--- src/rtl/calc_pkg.sv ---
// Shared definitions for the calculator datapath.
//   CALC_DATA_WIDTH : default operand width for ALU-stage blocks
//   div_state_e     : sequential divider control states
package calc_pkg;

   localparam int CALC_DATA_WIDTH = 16;

   typedef enum logic [1:0] {
      DIV_IDLE,
      DIV_BUSY,
      DIV_DONE
   } div_state_e;

endpackage

--- src/rtl/full_adder.sv ---
// Ripple-carry adder: sum = a + b + carry_in.
//   a, b      : DATA_WIDTH-bit addends
//   carry_in  : carry into bit 0
//   sum       : DATA_WIDTH-bit result
//   carry_out : carry out of the top bit
module full_adder #(
   parameter int DATA_WIDTH = 16
) (
   input  logic [DATA_WIDTH-1:0] a,
   input  logic [DATA_WIDTH-1:0] b,
   input  logic                  carry_in,
   output logic [DATA_WIDTH-1:0] sum,
   output logic                  carry_out
);

   logic [DATA_WIDTH:0] c;

   assign c[0] = carry_in;

   for (genvar i = 0; i < DATA_WIDTH; i++) begin : g_bit
      assign sum[i]   = a[i] ^ b[i] ^ c[i];
      assign c[i+1]   = (a[i] & b[i]) | (c[i] & (a[i] ^ b[i]));
   end

   assign carry_out = c[DATA_WIDTH];

endmodule

--- src/rtl/seq_divider.sv ---
// Multi-cycle unsigned restoring divider, one quotient bit per clock.
//   clk, rst              : clock, synchronous active-high reset
//   in_valid/in_ready     : request handshake; dividend/divisor sampled on it
//   out_valid/out_ready   : response handshake; results held until accepted
//   quotient, remainder   : floor(dividend/divisor), dividend mod divisor
//   div_by_zero           : divisor was zero (quotient all-ones, remainder=dividend)
module seq_divider
   import calc_pkg::*;
#(
   parameter int DATA_WIDTH = CALC_DATA_WIDTH
) (
   input  logic                  clk,
   input  logic                  rst,
   input  logic                  in_valid,
   output logic                  in_ready,
   input  logic [DATA_WIDTH-1:0] dividend,
   input  logic [DATA_WIDTH-1:0] divisor,
   output logic                  out_valid,
   input  logic                  out_ready,
   output logic [DATA_WIDTH-1:0] quotient,
   output logic [DATA_WIDTH-1:0] remainder,
   output logic                  div_by_zero
);

   localparam int W  = DATA_WIDTH;
   localparam int CW = $clog2(W);
   localparam logic [CW-1:0] LAST = CW'(W - 1);

   div_state_e    state, state_nxt;
   logic [W-1:0]  q_reg;
   logic [W-1:0]  d_reg;
   logic [W-1:0]  rem;
   logic [CW-1:0] count;
   logic          dbz_reg;

   logic [W:0]    shifted;
   logic [W:0]    fa_sum;
   logic          fa_cout;
   logic          trial_ok;
   logic [W-1:0]  rem_nxt;

   // Next partial remainder candidate: bring down the next dividend bit.
   assign shifted = {rem, q_reg[W-1]};

   // shifted - d_reg computed as shifted + ~d_reg + 1; carry_out means no borrow.
   full_adder #(.DATA_WIDTH(W + 1)) u_trial (
      .a         (shifted),
      .b         (~{1'b0, d_reg}),
      .carry_in  (1'b1),
      .sum       (fa_sum),
      .carry_out (fa_cout)
   );

   // A successful trial always leaves sum[W]=0 because rem stays below the
   // divisor (and below 2^(W-1) shifted-in bits for a zero divisor); folding it
   // in keeps the whole adder result in the decision.
   assign trial_ok = fa_cout & ~fa_sum[W];

   always_comb begin
      state_nxt = state;
      rem_nxt   = shifted[W-1:0];
      if (trial_ok) rem_nxt = fa_sum[W-1:0];

      case (state)
         DIV_IDLE: if (in_valid && in_ready) state_nxt = DIV_BUSY;
         DIV_BUSY: if (count == LAST)        state_nxt = DIV_DONE;
         DIV_DONE: if (out_ready)            state_nxt = DIV_IDLE;
         default:                            state_nxt = DIV_IDLE;
      endcase
   end

   always_ff @(posedge clk) begin
      if (rst) begin
         state   <= DIV_IDLE;
         q_reg   <= '0;
         d_reg   <= '0;
         rem     <= '0;
         count   <= '0;
         dbz_reg <= 1'b0;
      end else begin
         state <= state_nxt;
         case (state)
            DIV_IDLE: begin
               if (in_valid && in_ready) begin
                  q_reg   <= dividend;
                  d_reg   <= divisor;
                  rem     <= '0;
                  count   <= '0;
                  dbz_reg <= (divisor == '0);
               end
            end
            DIV_BUSY: begin
               // q_reg doubles as the dividend shifter and the quotient collector.
               rem   <= rem_nxt;
               q_reg <= {q_reg[W-2:0], trial_ok};
               count <= count + CW'(1);
            end
            default: ;
         endcase
      end
   end

   assign in_ready    = (state == DIV_IDLE) && !rst;
   assign out_valid   = (state == DIV_DONE);
   assign quotient    = q_reg;
   assign remainder   = rem;
   assign div_by_zero = dbz_reg;

endmodule

--- config.mk ---
export PLATFORM = sky130hd
export DESIGN_NAME = seq_divider
export DESIGN_NICKNAME = d
export VERILOG_FILES = /design/src/rtl/calc_pkg.sv /design/src/rtl/full_adder.sv /design/src/rtl/seq_divider.sv
export SDC_FILE = /design/constraint.sdc
export NUM_CORES = 1
export LEC_CHECK = 0
export ABC_AREA = 1
export BUFFER_PORTS_ARGS = -buffer_cell sky130_fd_sc_hd__buf_2
export CORE_MARGIN = 2
export CORE_UTILIZATION = 58
export DETAILED_ROUTE_END_ITERATION = 8
export PLACE_DENSITY = 0.82
export SLEW_MARGIN = 40
export SYNTH_ARGS = -nofsm -noshare
export SYNTH_HDL_FRONTEND = slang
export SYNTH_SLANG_ARGS = --single-unit
--- constraint.sdc ---
create_clock -name clk -period 15.23 [get_ports clk]
set_input_delay 3.046 -clock clk [delete_from_list [all_inputs] [get_ports clk]]
set_output_delay 3.046 -clock clk [all_outputs]
set_load 0.01 [all_outputs]
======== Yosys cells after proc, flatten, opt, wreduce, memory -nomap -nowiden ========
Cells that the tools add are included.
storage, ports and cells
  logic and storage cells ................. 120
  bits in registers ....................... 55
  output and inout port bits .............. 35
cells by class
  reductions and logical operators ........ 9
  bitwise logic cells ..................... 87
  mux-type cells .......................... 11
  add/sub/neg operators ................... 1
  equality and inequality tests ........... 6
operators with widths
  operator             count
  $pmux 16 s2          2
  $mux 16              3
  $and 1x1->1          34
  $xor 1x1->1          33
  $not 16->17          1
  $or 1x1->1           17
  $logic_not 16->1     1
  $pmux 4 s2           1
  $mux 2               3
  $pmux 2 s3           1
  $add 4x1->4 const B  1
  $eq 4x4->1 const B   1
  $mux 4               1
  $ne 2x2->1 const B   2
  $reduce_and 2->1     2
  $reduce_and 3->1     1
  $eq 2x1->1 const B   1
  $eq 2x2->1 const B   1
  $logic_and 1x1->1    2
  $logic_not 2->1      1
  $ne 2x1->1 const B   1
  $not 1->1            2
  $reduce_bool 2->1    1
  $logic_not 1->1      1

======== Logic depth before layout (Yosys ltp) ========
Gate-level depths: netlist of the first run.
  word-level depth ........................ 38
  mapped depth ............................ 25

======== By module ========
Synthesis of the first run repeated with hierarchy kept, for this count alone.
unflattened totals
  cell total of the unflattened synthesis .. 440
  area, all modules ....................... 3233.1 µm²
by module, submodules not included
  module       sequential area each (µm²)  area each (µm²)  instances  cells each
  seq_divider  1101.1                      2855.2           1          413
  full_adder   0.0                         377.9            1          27

======== Worst setup path after synthesis of the first run ========
No wires, ideal clock.
  path type ............................... flip-flop to flip-flop
  from .................................... register q_reg[15], in the netlist quotient[15]
  to ...................................... register rem[10], in the netlist remainder[10]
  cell stages (with the launch flop) ...... 25
  required time ........................... 15093 ps
  slack ................................... 8195 ps
  clock period less this slack ............ 7035 ps
  buffers on the path ..................... 1
  setup time .............................. 137 ps
  data arrival time ....................... 6898 ps
  cell sequence ........................... dfxtp_1 -> inv_1 -> ha_1 -> fa_1 -> fa_1 -> fa_1 -> fa_1 -> fa_1 -> fa_1 -> fa_1 -> fa_1 -> fa_1 -> fa_1 -> fa_1 -> fa_1 -> fa_1 -> fa_1 -> inv_1 -> fa_1 -> nand2_1 -> nand2_1 -> clkbuf_1 -> nand2_1 -> nand3_2 -> a21oi_1
between the ends
  word-level cells in the longest chain between the ends .. 37
  elaborated cells on any way between the ends .. 41
  classes of those cells .................. mux (2); bitwise (39)
RTL lines
  item                                        line                                 source
  start, declared                             seq_divider.sv:30                    logic [W-1:0] q_reg;
  start signal, assigned                      seq_divider.sv:85                    q_reg <= dividend;
  start signal, assigned                      seq_divider.sv:95                    q_reg <= {q_reg[W-2:0], trial_ok};
  $and 1x1->1 or $xor 1x1->1 (tied branches)  full_adder.sv:22                     assign c[i+1] = (a[i] & b[i]) | (c[i] & (a[i] ^ b[i]));
  $or 1x1->1 *                                full_adder.sv:22
  $and 1x1->1 *                               full_adder.sv:22
  $or 1x1->1 *                                full_adder.sv:22
  $and 1x1->1 *                               full_adder.sv:22
  $or 1x1->1 *                                full_adder.sv:22
  $and 1x1->1 *                               full_adder.sv:22
  $or 1x1->1 *                                full_adder.sv:22
  (+21 left out)                              -
  $or 1x1->1                                  full_adder.sv:22
  $and 1x1->1                                 full_adder.sv:22
  $or 1x1->1                                  full_adder.sv:22
  $and 1x1->1 or $xor 1x1->1 (tied branches)  full_adder.sv:22, full_adder.sv:21
  $or 1x1->1 or $not 1->1 (tied branches)     full_adder.sv:22, seq_divider.sv:57
  $and 1x1->1                                 seq_divider.sv:57                    assign trial_ok = fa_cout & ~fa_sum[W];
  $mux 16 *                                   seq_divider.sv:62                    if (trial_ok) rem_nxt = fa_sum[W-1:0];
  $pmux 16 s2 *                               seq_divider.sv:82                    case (state)
  end signal, assigned                        seq_divider.sv:94                    rem <= rem_nxt;
  end, declared                               seq_divider.sv:32                    logic [W-1:0] rem;
Every way passes the cells marked *; elsewhere a longest branch is shown, timed or not.
A chain may end at the register's enable or synchronous reset.

======== Final worst setup path of the first run ========
  from .................................... register q_reg[15], in the netlist quotient[15]
  to ...................................... register rem[12], in the netlist remainder[12]
between the ends
  word-level cells in the longest chain between the ends .. 37
  elaborated cells on any way between the ends .. 41
  classes of those cells .................. mux (2); bitwise (39)
RTL lines
  item                                        line
  $and 1x1->1 or $xor 1x1->1 (tied branches)  full_adder.sv:22
  $or 1x1->1 *                                full_adder.sv:22
  $and 1x1->1 *                               full_adder.sv:22
  $or 1x1->1 *                                full_adder.sv:22
  $and 1x1->1 *                               full_adder.sv:22
  $or 1x1->1 *                                full_adder.sv:22
  $and 1x1->1 *                               full_adder.sv:22
  $or 1x1->1 *                                full_adder.sv:22
  (+21 left out)                              -
  $or 1x1->1                                  full_adder.sv:22
  $and 1x1->1                                 full_adder.sv:22
  $or 1x1->1                                  full_adder.sv:22
  $and 1x1->1 or $xor 1x1->1 (tied branches)  full_adder.sv:22, full_adder.sv:21
  $or 1x1->1 or $not 1->1 (tied branches)     full_adder.sv:22, seq_divider.sv:57
  $and 1x1->1                                 seq_divider.sv:57
  $mux 16 *                                   seq_divider.sv:62
  $pmux 16 s2 *                               seq_divider.sv:82
Marked as above.

==> impl_metrics.sql, run 1 <==
INSERT INTO impl_metrics (metric_group, metric, value, unit) VALUES
('logic_synthesis', 'ys_async_sr_fraction', '0', ''),
('power', 'p_total', '0.4041', 'mW'),
('setup_path', 'max_stage_delay', '420', 'ps'),
('logic_synthesis', 'synth_common_cells', 'nand2_1, dfxtp_1, nor2_1, nand3_1, a21oi_1', ''),
('logic_synthesis', 'synth_edf_count', '0', ''),
('cells_and_area', 'design.final.nets', '505', ''),
('clock_tree', 'htreeDepth', '2', ''),
('die', 'chipHeight', '76.05', 'µm'),
('setup_path', 'cp_top_family', 'adder cells', ''),
('timing', 'rsz0062_at_grt', 'no', ''),
('logic_synthesis', 'synth_flop_cell', 'dfxtp_1', ''),
('logic_synthesis', 'mappedNetlistArea', '0.003010', 'mm²'),
('setup_path', 'worst_path_max_delay_cell', 'fa_1', ''),
('timing', 'worst_slack', '7758', 'ps'),
('job', 'max_cap_viol_count', '0', ''),
('drt', 'wire_length_reported_by_the_detailed_router', '6960', 'µm'),
('logic_synthesis', 'yosysUniqueCellTypes', '25', ''),
('drt', 'detail_route.wl_per_cell', '13.31', 'µm'),
('die', 'num_io_pins', '71', ''),
('timing', 'final.setup.tns', '0', 'ps'),
('clock_tree', 'cts-buffers-inserted', '5', ''),
('timing', 'clock.fmax', '0.1338', 'GHz'),
('timing', 'report.final.hold_viol_count', '0', ''),
('timing', 'clock-skew-final', '7.521', 'ps'),
('timing', 'report.final.setup_viol', '0', ''),
('min_path', 'min_path_type', 'reg2reg', ''),
('placed_design', 'total_placed_instance_area', '0.003331', 'mm²'),
('logic_synthesis', 'synth.most_common_cell', 'nand2_1', ''),
('power', 'p_leak', '1.522', 'nW'),
('logic_synthesis', 'synthesis.nets', '450', ''),
('setup_path', 'critical_path_buf_inv_count', '3', ''),
('die', 'chipWidth', '76.05', 'µm'),
('logic_synthesis', 'synthMuxAreaShare', '0', ''),
('logic_synthesis', 'combinational_family_with_the_most_area_after_synthesis', 'simple AND/OR/NAND/NOR gates', ''),
('setup_path', 'critical_path.max_fanout', '16', ''),
('drt', 'detail_route.vias_per_cell', '5.247', ''),
('cells_and_area', 'postLayoutCellArea', '0.003438', 'mm²'),
('setup_path', 'timing.critical_path.required', '15470', 'ps'),
('die', 'start_util', '0.5970', ''),
('global_route', 'wire_length_of_the_first_global_routing_pass', '11850', 'µm'),
('logic_synthesis', 'avgSynthCellArea', '7.583', 'µm²'),
('outcome', 'outcome', 'complete, no violations', ''),
('drt', 'dr.first_iter.drc_count', '137', ''),
('setup_path', 'start_kind', 'flip-flop', ''),
('logic_synthesis', 'postSynthCellCount', '397', ''),
('logic_synthesis', 'synth_largest_area_cell', 'dfxtp_1', ''),
('logic_synthesis', 'synth_sequential_area_ratio', '0.3658', ''),
('timing', 'final-max-slew-violation-count', '0', ''),
('clock_tree', 'cts.root.buffer_cell', 'clkbuf_8', ''),
('logic_synthesis', 'synth_xor_xnor_area_share', '0', ''),
('drt', 'firstDrtPassIters', '4', ''),
('global_route', 'first_global_vias', '2740', ''),
('cells_and_area', 'syn2layout_area_growth', '14.21', '%'),
('placed_design', 'detailed_place_hpwl', '4786', 'µm'),
('setup_path', 'crit_chain', 'inv_1 > ha_1 > fa_1 > fa_1 > fa_1 > fa_1 > fa_1 > fa_1 > fa_1 > fa_1 > fa_1 > fa_1 > fa_1 > fa_1 > fa_1 > fa_1 > inv_1 > fa_1 > inv_1 > nand2_1 > nand2_1 > nand2_1 > nand3_2 > a21oi_1', ''),
('clock_tree', 'cts_tree', 'built', ''),
('setup_path', 'worst_ep_arrival_time', '7710', 'ps'),
('timing', 'timing_worst_slew_pin_value', '837.7', 'ps'),
('logic_synthesis', 'number_of_synthesized_register_bits', '55', ''),
('global_route', 'number_of_antenna_violations_at_the_first_check_in_global_routing', '0', ''),
('clock_tree', 'clock_latency_late_sink', '320', 'ps'),
('placed_design', 'io_buffer_count', '70', ''),
('placed_design', 'routabilityCongestion', '0.8026', ''),
('global_route', 'grt_use_total', '0.2479', ''),
('cells_and_area', 'n_antenna_cell', '0', ''),
('global_route', 'global_route.overflow_total', '0', ''),
('timing', 'relSlewSlack', '0.4415', ''),
('die', 'rows', '26', ''),
('die', 'dieArea', '0.005783', 'mm²'),
('global_route', 'grt_max_degree', '41', ''),
('logic_synthesis', 'synthesized_area_fraction_occupied_by_and_or_nand_nor_cells', '0.3329', '');
per-layer routing:
| metal | GRT usage | wire length [µm] |
|---|---|---|
| met1 | 0.3022 | 2940 |
| met2 | 0.4429 | 3593 |
| met3 | 0.05450 | 371 |
| met4 | 0.06909 | 55 |
| met5 | 0 | 0 |
cell usage in the layout (no fill, tap or decap), types with 2 or more instances in the layout:
master	synthesis	final
a21oi_1	29	29
a21oi_2	9	9
buf_2	8	70
clkbuf_8	0	7
dfxtp_1	55	55
fa_1	15	15
ha_1	2	2
inv_1	25	25
nand2_1	110	110
nand2_4	2	2
nand3_1	37	37
nand3_2	18	17
nor2_1	43	43
o21ai_0	19	19
o21ai_1	2	2
path summary, 6_finish.rpt:
| check | from | end | slack (ps) | cells after the start |
|---|---|---|---|---|
| worst max-delay path | quotient[15] | remainder[12] | 7760 | 24 |
| worst min-delay path | d_reg[0] | d_reg[0] | 490 | 2 |
| worst min register to register | d_reg[0] | d_reg[0] | 490 | 2 |
| worst max register to register | quotient[15] | remainder[12] | 7760 | 24 |
worst min-delay path: cells and delay by family, from the launching register on:
family / cells / cell delay, ps
compound gates: 1 / 60
flops: 1 / 330
simple gates: 1 / 60
logic make-up (layout without fill, tap and decap cells):
family	count (synthesis)	count (layout)
AND/OR/NAND/NOR	215	215
adder cells (fa/ha/maj)	17	17
AO/OA/AOI/OAI	59	59
flip-flops	55	55
buffers and inverters	51	107
report_power, final:
part	total, mW	switching (mW)	internal [mW]
sequential	0.167	0.0105	0.156
clock	0.0904	0.0487	0.0417
combinational	0.147	0.0949	0.0518
total	0.404	0.154	0.250
per-stage QoR:
step | hold WS [ps] | utilization
after floorplan | 448.2 | -
after global placement | 465.2 | 0.6553
after detailed placement | 477.6 | 0.6605
after CTS | 491.3 | 0.6804
after global routing | 514.5 | 0.6819
final | 491.2 | 0.6819
layout make-up:
type                       instances  area [µm²]
multi-input combinational        291        1669
fill                             440        1604
sequential                        55        1101
timing repair buffer              72       376.6
inverter                          27       103.9
clock buffer                       8       100.1
tap                               70       87.58
Power figures use the tool's default switching activity.
==> run 2: changes to the inputs <==
Settings changed: CORE_UTILIZATION 58 to 54, PLACE_DENSITY 0.82 to 0.77.
Clock period 15.23 ns to 7.5 ns, I/O delays scaled along.
==> impl_metrics.sql, run 2 (same netlist as run 1, synthesis figures left out) <==
INSERT INTO impl_metrics (metric_group, metric, value, unit) VALUES
('drt', 'detail_route.vias_per_cell', '5.225', ''),
('timing', 'final-max-slew-violation-count', '0', ''),
('clock_tree', 'cts_tree', 'built', ''),
('die', 'chipWidth', '78.67', 'µm'),
('global_route', 'first_global_vias', '2606', ''),
('cells_and_area', 'post_route_cells_drive_above_1_share', '0.2583', ''),
('cells_and_area', 'n_antenna_cell', '0', ''),
('drt', 'detail_route.wl_per_cell', '12.89', 'µm'),
('cells_and_area', 'finish.utilization', '0.6386', ''),
('placed_design', 'detailed_place_hpwl', '4617', 'µm'),
('global_route', 'number_of_antenna_violations_at_the_first_check_in_global_routing', '0', ''),
('timing', 'report.final.setup_viol', '0', ''),
('drt', 'ant_nets', '0', ''),
('timing', 'clock-skew-final', '7.336', 'ps'),
('cells_and_area', 'syn2layout_area_growth', '15.38', '%'),
('die', 'start_util', '0.5535', ''),
('die', 'dieArea', '0.006188', 'mm²'),
('clock_tree', 'cts.root.buffer_cell', 'clkbuf_8', ''),
('clock_tree', 'ctsLongestPathBuffers', '2', ''),
('drt', 'post-route-drc-count', '0', ''),
('clock_tree', 'clk_transition_reported_paths', '100', 'ps'),
('timing', 'final_min_period_over_clock_period', '0.9506', ''),
('setup_path', 'critical_path.max_fanout', '8', ''),
('timing', 'timing_worst_slew_pin_value', '631.2', 'ps'),
('setup_path', 'setup.worst_path.class', 'reg2reg', ''),
('drt', 'wire_length_reported_by_the_detailed_router', '6765', 'µm'),
('placed_design', 'total_placed_instance_area', '0.003322', 'mm²'),
('cells_and_area', 'postLayoutCellArea', '0.003473', 'mm²'),
('placed_design', 'io_buffer_count', '70', ''),
('global_route', 'wire_length_of_the_first_global_routing_pass', '11810', 'µm'),
('placed_design', 'pre_cts_slack', '204.3', 'ps'),
('clock_tree', 'clock_sinks', '55', ''),
('drt', 'vias', '2743', ''),
('clock_tree', 'cts-buffers-inserted', '5', ''),
('timing', 'final.setup.tns', '0', 'ps'),
('global_route', 'grt_use_total', '0.2362', ''),
('setup_path', 'start_kind', 'flip-flop', ''),
('drt', 'dr.first_iter.drc_count', '193', ''),
('setup_path', 'worst_ep_arrival_time', '7370', 'ps'),
('power', 'p_leak', '1.532', 'nW'),
('timing', 'timing.hold.ws', '480.1', 'ps'),
('timing', 'report.final.hold_viol_count', '0', ''),
('global_route', 'global_route.overflow_total', '0', ''),
('timing', 'rsz0062_at_grt', 'no', ''),
('cells_and_area', 'layout.cells.most_common', 'nand2_1', ''),
('timing', 'relSlewSlack', '0.5778', ''),
('power', 'vdd_ir_drop_max', '0.1385', 'mV'),
('power', 'power.density', '244.2', 'mW/mm²'),
('clock_tree', 'htreeDepth', '2', ''),
('setup_path', 'timing.critical_path.required', '7740', 'ps'),
('timing', 'layout_min_cycle_time', '7129', 'ps'),
('timing', 'clock.fmax', '0.1403', 'GHz'),
('clock_tree', 'clock_latency_late_sink', '300', 'ps'),
('cells_and_area', 'design.final.nets', '505', ''),
('cells_and_area', 'fillCellCount', '492', ''),
('timing', 'worst_slack', '370.7', 'ps'),
('job', 'max_cap_viol_count', '0', ''),
('drt', 'firstDrtPassIters', '4', ''),
('placed_design', 'routabilityCongestion', '0.8066', ''),
('die', 'num_io_pins', '71', ''),
('setup_path', 'critPathCaptureType', 'flip-flop', ''),
('die', 'chipHeight', '78.67', 'µm'),
('die', 'rows', '27', ''),
('min_path', 'min_path_type', 'reg2reg', ''),
('cells_and_area', 'mostFrequentLayoutCells', 'nand2_1, buf_2, dfxtp_1, nor2_1, nand3_1', ''),
('global_route', 'grt_max_degree', '41', ''),
('die', 'placeableCoreArea', '0.005439', 'mm²'),
('outcome', 'outcome', 'complete, no violations', '');
[run 2: cell types whose count changed in the layout (fill, tap and decap cells not counted)]
cell	delta
buf_6	-1
nand2_1	-3
clkbuf_8	-1
nand2_2	+2
buf_2	-1
clkinv_2	+1
bufinv_16	+1
nand2_4	+2
buf_4	+1
clkbuf_1	-1
[run 2: cell type report]
cell class	instances	area [µm²]	share of cell area
multi-input cells	292	1693	0.4874
well taps	72	90.09	0.02594
flip-flops and latches	55	1101	0.3170
clock buffers	6	82.58	0.02378
clock inverters	2	35.03	0.01009
repair buffers	71	367.9	0.1059
inverters	27	103.9	0.02990
[run 2: critical path, stage by stage, from the launching register on]
cell,delay (ps)
dfxtp_1,360
inv_1,70
ha_1,210
fa_1,400
fa_1,410
fa_1,400
fa_1,390
fa_1,400
fa_1,390
fa_1,400
fa_1,390
fa_1,400
fa_1,400
fa_1,390
fa_1,390
fa_1,390
fa_1,370
inv_1,70
fa_1,200
inv_1,70
nand2_2,130
nand2_2,150
nand2_1,110
nand3_2,70
a21oi_1,120
[run 2: final timing paths]
| kind | from | cells past startpoint | slack [ps] | endpoint |
|---|---|---|---|---|
| min reg2reg | d_reg[0] | 2 | 480 | d_reg[0] |
| max reg2reg | quotient[15] | 24 | 370 | remainder[11] |
| min | d_reg[0] | 2 | 480 | d_reg[0] |
| max | quotient[15] | 24 | 370 | remainder[11] |
[run 2: power breakdown]
| group | total [mW] | internal [mW] | leakage (nW) | switching (mW) |
|---|---|---|---|---|
| sequential | 0.339 | 0.318 | 0.449 | 0.0216 |
| clock | 0.204 | 0.108 | 0.0612 | 0.0954 |
| combinational | 0.305 | 0.109 | 1.02 | 0.197 |
| total | 0.848 | 0.534 | 1.53 | 0.314 |
[run 2: routing by layer]
| layer | track usage | routed length [µm] | vias to the layer above |
|---|---|---|---|
| met1 | 0.3042 | 2839 | 1263 |
| met2 | 0.4026 | 3378 | 93 |
| met3 | 0.05747 | 495 | 6 |
| met4 | 0.05088 | 52 | 0 |
| met5 | 0 | 0 | - |
| li1 | - | - | 1381 |
[run 2: metrics by stage]
stage               total power, mW  std cells
detailed placement           0.6366        516
CTS                          0.8389        524
global placement             0.6250        515
global route                 0.9154        525
finish                       0.8482        525
floorplan                    0.5691        397
[run 2: what timing repair did]
action / in CTS / in global routing
resized for setup: 0 / 5
endpoints found under the setup margin: 0 / 16
endpoints found under the hold margin: 0 / 0
setup buffers: 0 / 0
hold buffers: 0 / 0
